==> src/rtl/spi_mem_pkg.sv <==
// Shared definitions for the SPI memory master: wrapper command codes, frame length and FSM states.
package spi_mem_pkg;

   localparam logic [1:0] CMD_WR_ADDR = 2'b00;
   localparam logic [1:0] CMD_WR_DATA = 2'b01;
   localparam logic [1:0] CMD_RD_ADDR = 2'b10;
   localparam logic [1:0] CMD_RD_DATA = 2'b11;

   localparam int         FRAME_LEN  = 11;
   localparam logic [3:0] FRAME_LAST = 4'(FRAME_LEN - 1);

   typedef enum logic [2:0] {
      ST_IDLE,
      ST_ADDR,
      ST_GAP,
      ST_DATA,
      ST_TAIL
   } state_t;

endpackage

==> src/rtl/spi_frame_shifter.sv <==
// One 11-cycle SPI frame: mode bit, 2-bit command, then 8 payload bits MSB first.
// The same shift register serialises tx_byte and collects MISO for read-data frames.
module spi_frame_shifter
   import spi_mem_pkg::*;
(
   input  logic       clk,
   input  logic       rst_n,
   input  logic       start,
   input  logic       mode,
   input  logic [1:0] cmd,
   input  logic [7:0] tx_byte,
   input  logic       MISO,
   output logic       SS_n,
   output logic       MOSI,
   output logic [7:0] rx_byte,
   output logic       done
);

   logic       active;
   logic [3:0] cnt;
   logic [1:0] cmd_r;
   logic [7:0] sr;

   assign done    = active && (cnt == FRAME_LAST);
   // The last MISO bit is taken straight from the pin on the closing edge.
   assign rx_byte = {sr[6:0], MISO};

   always_ff @(posedge clk) begin
      if (!rst_n) begin
         active <= 1'b0;
         cnt    <= 4'd0;
         SS_n   <= 1'b1;
         MOSI   <= 1'b0;
      end else if (start) begin
         active <= 1'b1;
         cnt    <= 4'd0;
         SS_n   <= 1'b0;
         MOSI   <= mode;
      end else if (active) begin
         cnt <= cnt + 4'd1;
         if (cnt == FRAME_LAST) begin
            active <= 1'b0;
            SS_n   <= 1'b1;
            MOSI   <= 1'b0;
         end else if (cnt == 4'd0) begin
            MOSI <= cmd_r[1];
         end else if (cnt == 4'd1) begin
            MOSI <= cmd_r[0];
         end else begin
            MOSI <= sr[7];
         end
      end
   end

   // MISO is shifted in from the edge ending cycle 3; the edge ending cycle 2 only drops tx[7].
   always_ff @(posedge clk) begin
      if (start) begin
         cmd_r <= cmd;
         sr    <= tx_byte;
      end else if (active && (cnt >= 4'd2) && (cnt != FRAME_LAST)) begin
         sr <= {sr[6:0], (cnt == 4'd2) ? 1'b0 : MISO};
      end
   end

endmodule

==> src/rtl/spi_mem_master_ctrl.sv <==
// Host request sequencer: turns one byte read/write into address frame, gap, data frame and tail,
// returning read data on a single-cycle response strobe.
module spi_mem_master_ctrl
   import spi_mem_pkg::*;
#(
   parameter int GAP_CYCLES = 1
)(
   input  logic       clk,
   input  logic       rst_n,
   input  logic       req_valid,
   output logic       req_ready,
   input  logic       req_write,
   input  logic [7:0] req_addr,
   input  logic [7:0] req_wdata,
   output logic       rsp_valid,
   output logic       rsp_write,
   output logic [7:0] rsp_rdata,
   output logic       SS_n,
   output logic       MOSI,
   input  logic       MISO
);

   localparam logic [3:0] GAP_LAST = 4'(GAP_CYCLES - 1);

   state_t     state, state_nxt;
   logic [3:0] gap_cnt;
   logic       gap_done;
   logic       accept;
   logic       op_write;
   logic [7:0] op_wdata;

   logic       frm_start;
   logic       frm_mode;
   logic [1:0] frm_cmd;
   logic [7:0] frm_tx;
   logic [7:0] frm_rx;
   logic       frm_done;

   assign req_ready = (state == ST_IDLE);
   assign accept    = req_ready && req_valid;
   assign gap_done  = (gap_cnt == GAP_LAST);

   always_ff @(posedge clk) begin
      if (!rst_n) state <= ST_IDLE;
      else        state <= state_nxt;
   end

   // Frame launches are decided here so the shifter registers SS_n/MOSI on the same edge.
   always_comb begin
      state_nxt = state;
      frm_start = 1'b0;
      frm_mode  = 1'b0;
      frm_cmd   = CMD_WR_ADDR;
      frm_tx    = 8'h00;
      case (state)
         ST_IDLE: begin
            if (req_valid) begin
               state_nxt = ST_ADDR;
               frm_start = 1'b1;
               frm_mode  = req_write;
               frm_cmd   = req_write ? CMD_WR_ADDR : CMD_RD_ADDR;
               frm_tx    = req_addr;
            end
         end
         ST_ADDR: begin
            if (frm_done) state_nxt = ST_GAP;
         end
         ST_GAP: begin
            if (gap_done) begin
               state_nxt = ST_DATA;
               frm_start = 1'b1;
               frm_mode  = op_write;
               frm_cmd   = op_write ? CMD_WR_DATA : CMD_RD_DATA;
               frm_tx    = op_write ? op_wdata : 8'h00;
            end
         end
         ST_DATA: begin
            if (frm_done) state_nxt = ST_TAIL;
         end
         ST_TAIL: begin
            if (gap_done) state_nxt = ST_IDLE;
         end
         default: state_nxt = ST_IDLE;
      endcase
   end

   always_ff @(posedge clk) begin
      if (accept) begin
         op_write <= req_write;
         op_wdata <= req_wdata;
      end
   end

   always_ff @(posedge clk) begin
      if (!rst_n) begin
         gap_cnt <= 4'd0;
      end else if (((state == ST_GAP) || (state == ST_TAIL)) && !gap_done) begin
         gap_cnt <= gap_cnt + 4'd1;
      end else begin
         gap_cnt <= 4'd0;
      end
   end

   always_ff @(posedge clk) begin
      if (!rst_n) begin
         rsp_valid <= 1'b0;
         rsp_write <= 1'b0;
         rsp_rdata <= 8'h00;
      end else begin
         rsp_valid <= (state == ST_DATA) && frm_done;
         if ((state == ST_DATA) && frm_done) begin
            rsp_write <= op_write;
            rsp_rdata <= op_write ? 8'h00 : frm_rx;
         end
      end
   end

   spi_frame_shifter u_shifter (
      .clk     (clk),
      .rst_n   (rst_n),
      .start   (frm_start),
      .mode    (frm_mode),
      .cmd     (frm_cmd),
      .tx_byte (frm_tx),
      .MISO    (MISO),
      .SS_n    (SS_n),
      .MOSI    (MOSI),
      .rx_byte (frm_rx),
      .done    (frm_done)
   );

endmodule
==> config.mk <==
export PLATFORM = sky130hd
export DESIGN_NAME = spi_mem_master_ctrl
export DESIGN_NICKNAME = d
export VERILOG_FILES = /design/src/rtl/spi_mem_pkg.sv /design/src/rtl/spi_frame_shifter.sv /design/src/rtl/spi_mem_master_ctrl.sv
export SDC_FILE = /design/constraint.sdc
export NUM_CORES = 1
export LEC_CHECK = 0
export CAP_MARGIN = 10
export CORE_UTILIZATION = 30
export CTS_CLUSTER_SIZE = 16
export DETAILED_ROUTE_END_ITERATION = 8
export GPL_TIMING_DRIVEN = 0
export HOLD_SLACK_MARGIN = 0.06
export PLACE_DENSITY_LB_ADDON = 0.2
export SYNTH_ARGS = -nofsm -noshare
export SYNTH_HDL_FRONTEND = slang
export SYNTH_SLANG_ARGS = --single-unit
export TNS_END_PERCENT = 30
==> constraint.sdc <==
create_clock -name clk -period 2.06 [get_ports clk]
set_clock_uncertainty 0.2 [all_clocks]
set_input_delay 0.412 -clock clk [delete_from_list [all_inputs] [get_ports clk]]
set_output_delay 0.412 -clock clk [all_outputs]
set_load 0.1 [all_outputs]
==> metrics.md <==
| Metric | Value |
|---|---|
| CP Class | `input pin to register` |
| RSZ-0062 raised after global routing | `true` |
| Max Clock Freq | `496 MHz` |
| Initial core utilization | `between 30% and 40%` |
| Dominant cell type by area after synthesis | `edfxtp_1` |
| Post-synthesis xor/xnor area fraction | `3.29%` |
| Die height | `80.8 um` |
| Clk sinks | `43` |
| Total area of sequential cells | `0.00106 mm2` |
| Ys flop type | `dfxtp_1` |
| Count of flip-flops with a built-in enable after synthesis | `19` |
| Gate Count Post-Synth | `178` |
| Asr flop ratio synth | `0%` |
| Total global-route track usage | `a little over an eighth` |
| Avg WL per Cell | `approximately 13 um` |
| Via density | `4.73` |
| Crit path buf inv count | `3` |
| # hold bufs at CTS | `0` |
| GR Overflow Total | `0` |
| Most frequent cell after synthesis | `dfxtp_1` |
| Share of cells above drive strength 1 | `24.8%` |
| Distinct cells, synth | `38` |
| Hold Fails Final Rpt | `0` |
| DP HPWL | `2.71 mm` |
| Cell Area, Synth | `roughly 0.0019 mm2` |
| First-pass DRT Iterations | `5` |
| Reg2reg start | `gap_cnt[0]` |
| WP depth | `6` |
| Num CTS Buffers | `5` |
| Slew HR | `63.5%` |
| Hold depth | `2` |
| Compound-gate portion of the synthesized area | `11.9%` |
| # fillers | `613` |
| Syn_nets | `205` |
| Pwr dens | `673 mW/mm2` |
| Fin crit share | `97.9%` |
| Die Span X | `80.8 um` |
| CORE AREA | `0.00596 mm2` |
| Max VDD drop | `298 uV` |
| Hold Path Origin | `rsp_rdata[1]` |
| Status | `finished, final reports clean` |
| Synthesis warning total | `0` |
| Worst hold-check path type | `register to register` |
| Cell family with most CP delay | `buffers and inverters` |
| I/O Pins | `34` |
| H-tree lvl count | `2` |
| Final Setup Violations | `0` |
| Syn Area/Cell | `10.5 um2` |
| Area delta synth->final | `36.3%` |
| ANT cells | `0` |
| Pre-CTS setup slack | `-603 ps` |
| Antenna violations before repair | `0` |
| Crit-path slowest cell | `clkdlybuf4s50_1` |
| Post-route minimum period | `2020 ps` |
| Clock latency at the later pin of the worst-skew pair | `290 ps` |
| Max-cap violation count | `0` |
| Nets | `252` |
| CTS tree | `done` |
| Routed Antenna Nets | `0` |
| Cell Area, Placed | `0.00229 mm2` |
| First-pass GRT wire length | `6.27 mm` |
| Critical Path Fanout Max | `5` |
| CP Cell Sequence | `clkdlybuf4s50_1, nor4b_4, a31oi_4, buf_6, a222oi_1, inv_1` |
| Slew Viols, Final | `0` |
| CP max stage delay | `slightly below 500 ps` |
| Setup TNS | `0 ps` |
| Register area share after synthesis | `about 56%` |
| Synth top area share | `between 30% and 40%` |
| Worst slew pin tran | `550 ps` |
| Startpoint Class | `input pin` |
| Area of the multi-input gates | `between 700 and 800 um2` |
| Worst Setup End Kind | `register` |
| Most area-consuming cells after synthesis | `edfxtp_1, dfxtp_1, ha_1` |
| Vias in the first global route | `1308` |
| # port buffers | `32` |
| Site row count | `28` |
| Critical Path RT | `1910 ps` |
| Detailed-route via count | `1423` |
| Finished Core Util | `about 43%` |
| Multiplexer share of the synthesized area | `0.537%` |
| Worst R2R Path Depth | `7` |
| DRT iter0 DRCs | `82` |
| Clock buffer depth | `2` |
| Crit path from | `req_valid` |
| FF+latch count, synth | `43` |
| Final Wtd Congestion | `0.818` |
| Finished Cell Area | `0.00254 mm2` |
| Die ar. | `0.00653 mm2` |
| Largest family of logic cells by synthesized area | `simple AND/OR/NAND/NOR gates` |
| Synth Area in Simple Gates | `~17%` |
| Clk slew on worst S/H paths | `around 90 ps` |
| Commonest cells in the netlist | `dfxtp_1, edfxtp_1, nand2_1` |
| WP data arrival | `about 1900 ps` |
| Clock root cell | `clkbuf_8` |
| Adder-cell share of the synthesized area | `4.03%` |
| Pleak | `between 0.9 and 1 nW` |
| Power Total | `between 1.5 and 2 mW` |
| Setup slack after layout | `43.0 ps` |
| Largest net degree at the start of global routing | `19` |
| # DRC | `0` |
| Final WL | `4.05 mm` |
[cells by family (layout without fill, tap and decap cells)]
kind of cell,after synthesis,in the layout
flip-flops,43,43
AO/OA/AOI/OAI,33,33
multiplexers,1,1
AND/OR/NAND/NOR,59,59
XOR/XNOR,7,7
adder cells (fa/ha/maj),6,6
buffers and inverters,29,77
[final timing paths]
| check | slack (ps) | end |
|---|---|---|
| worst min register to register | 260 | rsp_rdata[1] |
| worst max-delay path | 40 | u_shifter.sr[6] |
| worst min-delay path | 260 | rsp_rdata[1] |
| worst max register to register | 50 | u_shifter.sr[6] |
[sequential cells by signal (all words and copies together) (netlist names)]
name,count
state,3
u_shifter.sr,8
gap_cnt,4
u_shifter.SS_n,1
u_shifter.cmd_r,2
u_shifter.active,1
op_write,1
rsp_write,1
rsp_valid,1
u_shifter.cnt,4
u_shifter.MOSI,1
op_wdata,8
rsp_rdata,8
[power by group]
group          leakage [nW]  internal (mW)  switching [mW]
Clock                0.0412          0.237           0.290
Combinational         0.550         0.0978           0.128
Sequential            0.380          0.936          0.0213
Total                 0.972           1.27           0.439
[repair_timing]
item,CTS,global route
cloned,0,2
endpoints found under the setup margin,51,18
pin swaps,1,6
buffers inserted,1,6
resized for setup,55,18
[cell type report]
class	count	share of cell area, %
clock inverters	2	0.492
clock buffers	6	2.86
well taps	75	3.69
multi-input cells	106	30.2
repair buffers	41	15.3
flip-flops and latches	43	41.8
plain buffers	12	3.15
inverters	16	2.56
[worst register-to-register path, delay by kind of cell, from the launching register on]
kind / cells / cell delay [ps]
fa+ha+maj: 1 / 110
compound gates: 2 / 510
buf+inv: 3 / 310
simple gates: 1 / 280
flops: 1 / 370
[routing by layer]
metal | GRT usage [%] | routed length [um]
met5 | 0 | 0
met4 | 6.25 | 68
met3 | 3.60 | 165
met2 | 19.9 | 1860
met1 | 17.1 | 1960
[layout by cell type (no fill, tap or decap), types with 5 or more instances in the layout]
cell | Yosys | routed
clkdlybuf4s15_2 | 0 | 11
a21oi_1 | 13 | 12
nand2_1 | 18 | 17
clkdlybuf4s50_1 | 0 | 19
clkbuf_8 | 0 | 5
o21ai_0 | 6 | 6
nor2_1 | 15 | 15
or3b_1 | 7 | 7
a222oi_1 | 7 | 7
dfxtp_1 | 24 | 20
buf_4 | 1 | 8
inv_1 | 16 | 13
edfxtp_1 | 19 | 19
[stage by stage]
stage                     cells  hold slack (ps)
final                       301              256
after global routing        301              266
after CTS                   293              260
after detailed placement    285              247
after global placement      285              242
after floorplan             178              230
Note: power is estimated with default switching activity, not from simulation.
